[src/rtl/spi_burst_master.sv]
// SPI mode-0 burst master: instruction byte, address byte, then 1..MAX_BYTES
// data bytes, MSB first. Optional receive byte stream is compiled in with
// `define SPI_BURST_RX_STREAM_EN (adds rx_valid / rx_byte ports).
module spi_burst_master #(
  parameter int          CLK_DIV   = 2,
  parameter int          MAX_BYTES = 6,
  parameter logic [7:0]  WR_CMD    = 8'h0A,
  parameter logic [7:0]  RD_CMD    = 8'h0B
) (
  input  logic                           clk,
  input  logic                           reset,
  input  logic                           start,
  input  logic                           rw,
  input  logic [7:0]                     address,
  input  logic [$clog2(MAX_BYTES+1)-1:0] nbytes,
  input  logic [8*MAX_BYTES-1:0]         wr_data,
  input  logic                           miso,
  output logic                           ss,
  output logic                           sclk,
  output logic                           mosi,
  output logic [8*MAX_BYTES-1:0]         rd_data,
  output logic                           busy,
  output logic                           done
`ifdef SPI_BURST_RX_STREAM_EN
  ,
  output logic                           rx_valid,
  output logic [7:0]                     rx_byte
`endif
);

  localparam int TOT_BITS = 16 + 8*MAX_BYTES;
  localparam int BW       = $clog2(TOT_BITS);
  localparam int DW       = (CLK_DIV > 1) ? $clog2(CLK_DIV) : 1;
  localparam int NBW      = $clog2(MAX_BYTES+1);
  localparam logic [DW-1:0] DIV_END = DW'(CLK_DIV-1);

  typedef enum logic [2:0] {IDLE, SETUP, SHIFT, HOLD, DONE} state_t;

  state_t                  state_q, state_d;
  logic                    rw_q, rw_d;
  logic [NBW-1:0]          n_q, n_d, n_eff;
  logic [TOT_BITS-2:0]     tx_q, tx_d;     // bits still to send after the one on mosi
  logic [TOT_BITS-1:0]     tx_load;
  logic [8*MAX_BYTES-1:0]  rx_q, rx_d;     // last 8*MAX_BYTES sampled bits, newest in LSB
  logic [8*MAX_BYTES-1:0]  rd_asm;
  logic [8*MAX_BYTES-1:0]  rd_data_q, rd_data_d;
  logic [DW-1:0]           div_q, div_d;
  logic [BW-1:0]           bit_q, bit_d, last_bit;
  logic                    ss_q, ss_d, sclk_q, sclk_d, mosi_q, mosi_d;
  logic                    busy_q, busy_d, done_q, done_d;
`ifdef SPI_BURST_RX_STREAM_EN
  logic                    rx_valid_q, rx_valid_d;
  logic [7:0]              rx_byte_q, rx_byte_d;
`endif

  // Clamp requested count to 1..MAX_BYTES and build the outgoing bit vector
  always_comb begin
    if (nbytes == '0)                     n_eff = NBW'(1);
    else if (nbytes > NBW'(MAX_BYTES))    n_eff = NBW'(MAX_BYTES);
    else                                  n_eff = nbytes;
    tx_load = '0;
    tx_load[TOT_BITS-1 -: 16] = {(rw ? RD_CMD : WR_CMD), address};
    for (int i = 0; i < MAX_BYTES; i++)
      tx_load[8*(MAX_BYTES-1-i) +: 8] = rw ? 8'h00 : wr_data[8*i +: 8];
  end

  // Read payload: byte k of N sits 8*(N-1-k) bits up from the newest sample
  always_comb begin
    rd_asm   = rd_data_q;
    last_bit = BW'(15 + 8*int'(n_q));
    for (int k = 0; k < MAX_BYTES; k++)
      if (k < int'(n_q)) rd_asm[8*k +: 8] = rx_q[8*(int'(n_q)-1-k) +: 8];
  end

  // Next-state and output logic
  always_comb begin
    state_d   = state_q;
    rw_d      = rw_q;
    n_d       = n_q;
    tx_d      = tx_q;
    rx_d      = rx_q;
    rd_data_d = rd_data_q;
    div_d     = div_q;
    bit_d     = bit_q;
    ss_d      = ss_q;
    sclk_d    = sclk_q;
    mosi_d    = mosi_q;
    busy_d    = busy_q;
    done_d    = 1'b0;
`ifdef SPI_BURST_RX_STREAM_EN
    rx_valid_d = 1'b0;
    rx_byte_d  = rx_byte_q;
`endif
    case (state_q)
      IDLE: if (start) begin
        rw_d    = rw;
        n_d     = n_eff;
        tx_d    = tx_load[TOT_BITS-2:0];
        mosi_d  = tx_load[TOT_BITS-1];
        ss_d    = 1'b0;
        busy_d  = 1'b1;
        sclk_d  = 1'b0;
        div_d   = '0;
        bit_d   = '0;
        state_d = SETUP;
      end
      SETUP: if (div_q == DIV_END) begin
        div_d   = '0;
        state_d = SHIFT;
      end else div_d = div_q + 1'b1;
      SHIFT: if (div_q == DIV_END) begin
        div_d = '0;
        if (!sclk_q) begin
          // rising edge: sample miso
          sclk_d = 1'b1;
          rx_d   = {rx_q[8*MAX_BYTES-2:0], miso};
`ifdef SPI_BURST_RX_STREAM_EN
          if (rw_q && bit_q >= BW'(16) && bit_q[2:0] == 3'd7) begin
            rx_valid_d = 1'b1;
            rx_byte_d  = {rx_q[6:0], miso};
          end
`endif
        end else begin
          // falling edge: advance mosi or finish
          sclk_d = 1'b0;
          if (bit_q == last_bit) begin
            mosi_d  = 1'b0;
            if (rw_q) rd_data_d = rd_asm;
            state_d = HOLD;
          end else begin
            bit_d  = bit_q + 1'b1;
            mosi_d = tx_q[TOT_BITS-2];
            tx_d   = {tx_q[TOT_BITS-3:0], 1'b0};
          end
        end
      end else div_d = div_q + 1'b1;
      HOLD: if (div_q == DIV_END) begin
        div_d   = '0;
        ss_d    = 1'b1;
        busy_d  = 1'b0;
        done_d  = 1'b1;
        state_d = DONE;
      end else div_d = div_q + 1'b1;
      DONE: state_d = IDLE;
      default: state_d = IDLE;
    endcase
  end

  // State and datapath registers; reset aborts any transfer without done
  always_ff @(posedge clk or posedge reset) begin
    if (reset) begin
      state_q   <= IDLE;
      rw_q      <= 1'b0;
      n_q       <= '0;
      tx_q      <= '0;
      rx_q      <= '0;
      rd_data_q <= '0;
      div_q     <= '0;
      bit_q     <= '0;
      ss_q      <= 1'b1;
      sclk_q    <= 1'b0;
      mosi_q    <= 1'b0;
      busy_q    <= 1'b0;
      done_q    <= 1'b0;
`ifdef SPI_BURST_RX_STREAM_EN
      rx_valid_q <= 1'b0;
      rx_byte_q  <= 8'h00;
`endif
    end else begin
      state_q   <= state_d;
      rw_q      <= rw_d;
      n_q       <= n_d;
      tx_q      <= tx_d;
      rx_q      <= rx_d;
      rd_data_q <= rd_data_d;
      div_q     <= div_d;
      bit_q     <= bit_d;
      ss_q      <= ss_d;
      sclk_q    <= sclk_d;
      mosi_q    <= mosi_d;
      busy_q    <= busy_d;
      done_q    <= done_d;
`ifdef SPI_BURST_RX_STREAM_EN
      rx_valid_q <= rx_valid_d;
      rx_byte_q  <= rx_byte_d;
`endif
    end
  end

  assign ss      = ss_q;
  assign sclk    = sclk_q;
  assign mosi    = mosi_q;
  assign rd_data = rd_data_q;
  assign busy    = busy_q;
  assign done    = done_q;
`ifdef SPI_BURST_RX_STREAM_EN
  assign rx_valid = rx_valid_q;
  assign rx_byte  = rx_byte_q;
`endif

endmodule

[config.mk]
export PLATFORM = sky130hd
export DESIGN_NAME = spi_burst_master
export DESIGN_NICKNAME = d
export VERILOG_FILES = /design/src/rtl/spi_burst_master.sv
export SDC_FILE = /design/constraint.sdc
export NUM_CORES = 1
export LEC_CHECK = 0
export CORE_AREA = 4 4 132 134
export CTS_CLUSTER_DIAMETER = 200
export DETAILED_ROUTE_END_ITERATION = 7
export DIE_AREA = 0 0 136 138
export PLACE_DENSITY = 0.86
export SYNTH_ARGS = -nofsm -noshare
export SYNTH_HDL_FRONTEND = slang
export SYNTH_SLANG_ARGS = --single-unit
[constraint.sdc]
create_clock -name clk -period 10.51 [get_ports clk]
set_input_delay 1.051 -clock clk [delete_from_list [all_inputs] [get_ports clk]]
set_output_delay 1.051 -clock clk [all_outputs]
set_load 0.005 [all_outputs]
Yosys cells after proc, flatten, opt, wreduce, memory -nomap -nowiden --
Cells that the tools add are included. W data, S select, Z words.
Storage, ports and cells: memories kept 0, bits in writable memories 0, input port bits 64, register bits after elaboration 178, output and inout port bits 53, latch bits 0, memory bits (read-only) 0
Cells by class: order comparisons 7, shifts and indexed selects 6, bitwise logic cells 1, divide/modulo/power cells 0, add/subtract/negate cells 9, multiplexer cells 44, multiply operators 0, equality and inequality tests 11, reductions and logical operators 20
Operators with widths (number):
- $mux W63 | 4
- $shiftx A48 B32 Y8 | 4
- $pmux W63 S2 | 1
- $mux W8 | 6
- $shiftx A48 B7 Y8 | 1
- $shiftx A48 B8 Y8 | 1
- $reduce_and A6 Y1 | 7
- $mux W3 | 8
- $mux W6 | 4
- $mux W1 | 14
- $ne A2 B2 Y1 const B | 7
- $pmux W3 S4 | 1
- $pmux W6 S2 | 1
- $pmux W1 S2 | 5
- $sub A4 B3 Y5 const B | 2
- $sub A4 B4 Y5 const B | 2
- $reduce_and A3 Y1 | 3
- $add A4 B6 Y6 const A | 1
- $add A6 B1 Y6 const B | 1
- $eq A3 B2 Y1 const B | 2
- $eq A6 B6 Y1 | 1
- $logic_not A3 Y1 | 2
- $lt A1 B3 Y1 const A | 2
- $lt A2 B3 Y1 const A | 2
- other kinds (12) | 16

Longest topological paths before layout --
depth after elaboration 6, mapped depth 13, depth with buffers taken out 9

Least setup slack after synthesis --
Ideal clock, no wire load.
kind reg2reg, from reg n_q[0], to reg rd_data_q[47], in the netlist rd_data[47], data required time 10.446 ns, arrival time 3.073 ns, cell stages (with the launch flop) 14, setup time 0.064 ns, setup slack 7.373 ns, cells stage by stage dfrtp_1 > buf_2 > inv_1 > clkbuf_1 > ha_1 > buf_2 > buf_2 > inv_1 > clkbuf_1 > ha_1 > a21oi_1 > or4_1 > nor4_1 > a21o_1
On the way: cells in the longest elaborated chain, start to end 3, elaborated cells on any way between the ends 7, classes of those cells 3 x add/sub; 1 x order compare; 1 x eq/ne; 1 x shift; 1 x reduce/logical
Ends and longest elaborated chain:
- from (decl) | RTL line 41 | logic [NBW-1:0] n_q, n_d, n_eff;
- from (signal assigned) | RTL line 172 | n_q <= n_d;
- $sub A3 B1 Y4 or $add A4 B6 Y6 (tied branches) | RTL line 72, 70
- $sub A4 B4 Y5 or $eq A6 B6 Y1 (tied branches) | RTL line 72, 126
- $shiftx A48 B8 Y8 or $reduce_and A6 Y1 (tied branches)
- to (signal assigned) | RTL line 175 | rd_data_q <= rd_data_d;
- to (decl) | RTL line 46 | logic [8*MAX_BYTES-1:0] rd_data_q, rd_data_d;
Parallel ways exist; a longest one is shown, timed or not. A chain may end at the register's enable or synchronous reset.

Worst setup path after layout --
from reg n_q[1], to reg rd_data_q[45], in the netlist rd_data[45]
The elaborated chain is that of the path after synthesis.

==> summary.txt <==
Status
  – Status: finished, final reports clean

Floorplanning
  – # IOs: 117
  – Row Count: 47
  – DIE AREA: 0.0188 mm^2
  – Die Y: 138 um
  – Core region area: 0.0163 mm^2
  – Die W: 136 um
  – Starting density of the core: 59.0%

Synthesis
  – #FFs+latches synth: 178
  – Mapped Nets: 1030
  – Area of the mapped netlist: 0.00960 mm^2
  – Post-synth ARST share: 100%
  – Sequential element share of the synthesized area: 46.4%
  – Post-synth top area cell: dfrtp_1
  – Ys flop type: dfrtp_1
  – Top cells by area, synth: dfrtp_1, mux2_2, nand2_1, a21oi_1, o21ai_0
  – EDFF count, synth: 0
  – Share of the synthesized area in the top cell type: 46.1%
  – Yosys Warn Count: 1
  – Mean Syn Cell Area: 10.1 um^2
  – Mapped Cells: 953
  – Unique masters post-synth: 62

STA
  – Final hold viol count: 0
  – Endpoints failing setup: 0
  – Final hold slack: 0.476 ns
  – Final period util: 40.8%
  – Minimum clock period: 4.29 ns
  – Slew margin rel.: 18.0%
  – Slew @ Worst Pin: 1.22 ns
  – Setup WS post-layout: 6.22 ns
  – FMAX: 233 MHz
  – Final setup TNS: 0 ns
  – Fin Clk Skew: 0.0154 ns
  – Final Slew Violations: 0
  – RSZ-0062 raised after global routing: no

Global route
  – Largest net degree at the start of global routing: 108
  – Global-route wire length before repair: 40400 um
  – Grt total ovfl: 0
  – GRT Total Usage: 27.2%
  – Number of global-route vias before repair: 7552
  – Initial antenna violation count: 0

Critical path
  – Crit path buffers/inverters: 2
  – CP Depth: 8
  – Reg2reg setup slack: 6.22 ns
  – R2R Path End: rd_data[45]$_DFFE_PP0P_
  – Cell Chain, Critical Path: clkinv_1 > ha_1 > buf_4 > xor2_1 > nor4_4 > nand4_2 > or2_0 > mux2_4
  – CP top delay family: simple AND/OR/NAND/NOR gates
  – Worst path arrival time: 4.61 ns
  – Critical Path End Type: flip-flop
  – CP max-delay cell: nor4_4
  – Crit. Startpoint: n_q[1]$_DFFE_PP0P_
  – CP Capture Point: rd_data[45]$_DFFE_PP0P_
  – Worst path required time: 10.83 ns
  – CP Launch Type: flip-flop
  – Crit path max fanout: 47
  – Crit path kind: flip-flop to flip-flop
  – R2r startpoint: n_q[1]$_DFFE_PP0P_
  – Worst reg-to-reg path cell count: 8
  – CP peak stage delay: 0.60 ns

Finish
  – Antenna Cells: 0
  – Leading cell type in the layout, fill and taps excluded: dfrtp_1
  – Nets: 1096
  – Share of post-route cells with drive strength above 1: 15.4%
  – Most frequent cells in the layout: dfrtp_1, clkdlybuf4s50_1, nand2_1
  – Design area: 0.0114 mm^2
  – Layout Area Growth over Synthesis: 18.9%

Run
  – Max cap viols: 0

Clock network
  – CTS buffer count: 17
  – CTS tree: yes
  – Root Buffer: clkbuf_16
  – Bufs on Longest Clock Path: 2
  – Postcts setup bufs: 0
  – Clock slew at reported path FFs: 0.07 ns
  – H-tree depth: 4
  – Worst-skew pair later-pin latency: 0.44 ns
  – Post-cts gate resize count: 0
  – Clock sink count: 178
  – CTS Hold Bufs: 0

Power
  – Pint: 1.76 mW
  – NetSw: 1.34 mW
  – Pwr/cell area: 271 mW/mm^2
  – Max rail drop VDD: 178 uV
  – Sequential Power Share: 31.7%
  – Comb pwr share: 46.2%
  – P_leak: 5.16 nW
  – Switching Share: 43.1%
  – Clock Power Share: 22.1%

Placed design
  – DP HPWL: 16700 um
  – Pre-CTS WS: 6.34 ns
  – IO Port Bufs: 116
  – Placed Area: 0.0108 mm^2
  – RD Place Congestion: 0.931

Detailed routing
  – DRC Markers: 0
  – Post-route ant nets: 0
  – Via/cell ratio: 6.27
  – DRT Pass-1 Iters: 7
  – Wire per inst: 20.0 um
  – Iter 0 DRT Violations: 913
  – Vias: 7840
  – Final WL: 25000 um

Min path
  – Hold WC Path Type: flip-flop to flip-flop
  – Origin of the worst min-delay path: rd_data[21]$_DFFE_PP0P_
-- final cells by class --
class / instances / area, um^2
Fill cell: 1189 / 4870
Tap cell: 220 / 275
Sequential cell: 178 / 4460
Clock inverter: 13 / 199
Inverter: 12 / 50.0
Multi-Input combinational cell: 686 / 4790
Timing Repair Buffer: 124 / 1220
Clock buffer: 18 / 429
-- stage by stage --
step                      std cells  util [%]  power [mW]
after floorplan                 953         -        2.06
after global placement         1220      66.3        2.32
after detailed placement       1220      66.3        2.37
after CTS                      1251      70.1        3.07
after global routing           1251      70.1        3.29
final                          1251      70.1        3.10
-- per-layer routing --
| metal | wire [um] | share of wire [%] | track usage, % | vias to the layer above |
|---|---|---|---|---|
| met5 | 0 | 0 | 0 | - |
| met4 | 1240 | 4.9 | 14.1 | 0 |
| met3 | 1960 | 7.8 | 4.98 | 100 |
| met2 | 11600 | 46 | 40.9 | 406 |
| met1 | 10200 | 41 | 37.7 | 3751 |
| li1 | - | - | - | 3583 |
-- Yosys cell counts, types with 11 or more instances --
master	count
inv_1	11
dfrtp_1	177
ha_1	13
mux2i_1	25
mux4_2	12
nor2_1	47
buf_2	25
a21o_1	16
a31oi_1	12
nand3_1	13
and3_1	52
clkbuf_1	48
o31ai_1	18
a21oi_1	82
o21ai_0	73
a22oi_1	15
mux2_2	90
nor3_1	16
nand2_1	111
-- power groups by stage --
stage | Clock (mW) | Combinational, mW | Sequential, mW
2_1_floorplan | 0 | 1.14 | 0.920
3_3_place_gp | 0 | 1.35 | 0.975
3_5_place_dp | 0 | 1.39 | 0.982
4_1_cts | 0.693 | 1.41 | 0.976
5_1_grt | 0.721 | 1.57 | 0.998
6_report | 0.684 | 1.43 | 0.982
-- worst register-to-register path, cell delays in order (launching register included) --
cell	delay, ns
dfrtp_1	0.56
clkinv_1	0.40
ha_1	0.42
buf_4	0.50
xor2_1	0.22
nor4_4	0.60
nand4_2	0.55
or2_0	0.57
mux2_4	0.37
-- worst min path at each step --
| stage | end | slack, ns | cells after the start |
|---|---|---|---|
| after floorplan | rw_q$_DFFE_PP0P_ | 0.44 | 2 |
| after global placement | rw_q$_DFFE_PP0P_ | 0.46 | 2 |
| after detailed placement | rw_q$_DFFE_PP0P_ | 0.46 | 2 |
| after CTS | rw_q$_DFFE_PP0P_ | 0.48 | 2 |
| after global routing | rd_data[41]$_DFFE_PP0P_ | 0.50 | 1 |
| final | rd_data[21]$_DFFE_PP0P_ | 0.48 | 2 |
-- state kept, by name, summed over array words and instances (netlist names) --
register	flops
busy	1
done	1
sclk	1
mosi	1
div_q	1
n_q	3
rx_q	48
bit_q	6
rw_q	1
state_q	3
tx_q	63
ss	1
rd_data	48
-- logic make-up after synthesis --
logic type / synth area share (%)
AOI/OAI and AO/OA: 16.4
and+or+nand+nor: 14.1
muxes: 16.4
DFF: 46.4
adders and majority gates: 1.69
buffers and inverters: 3.84
xor gates and xnor gates: 1.16
(Power assumes the default switching activity.)
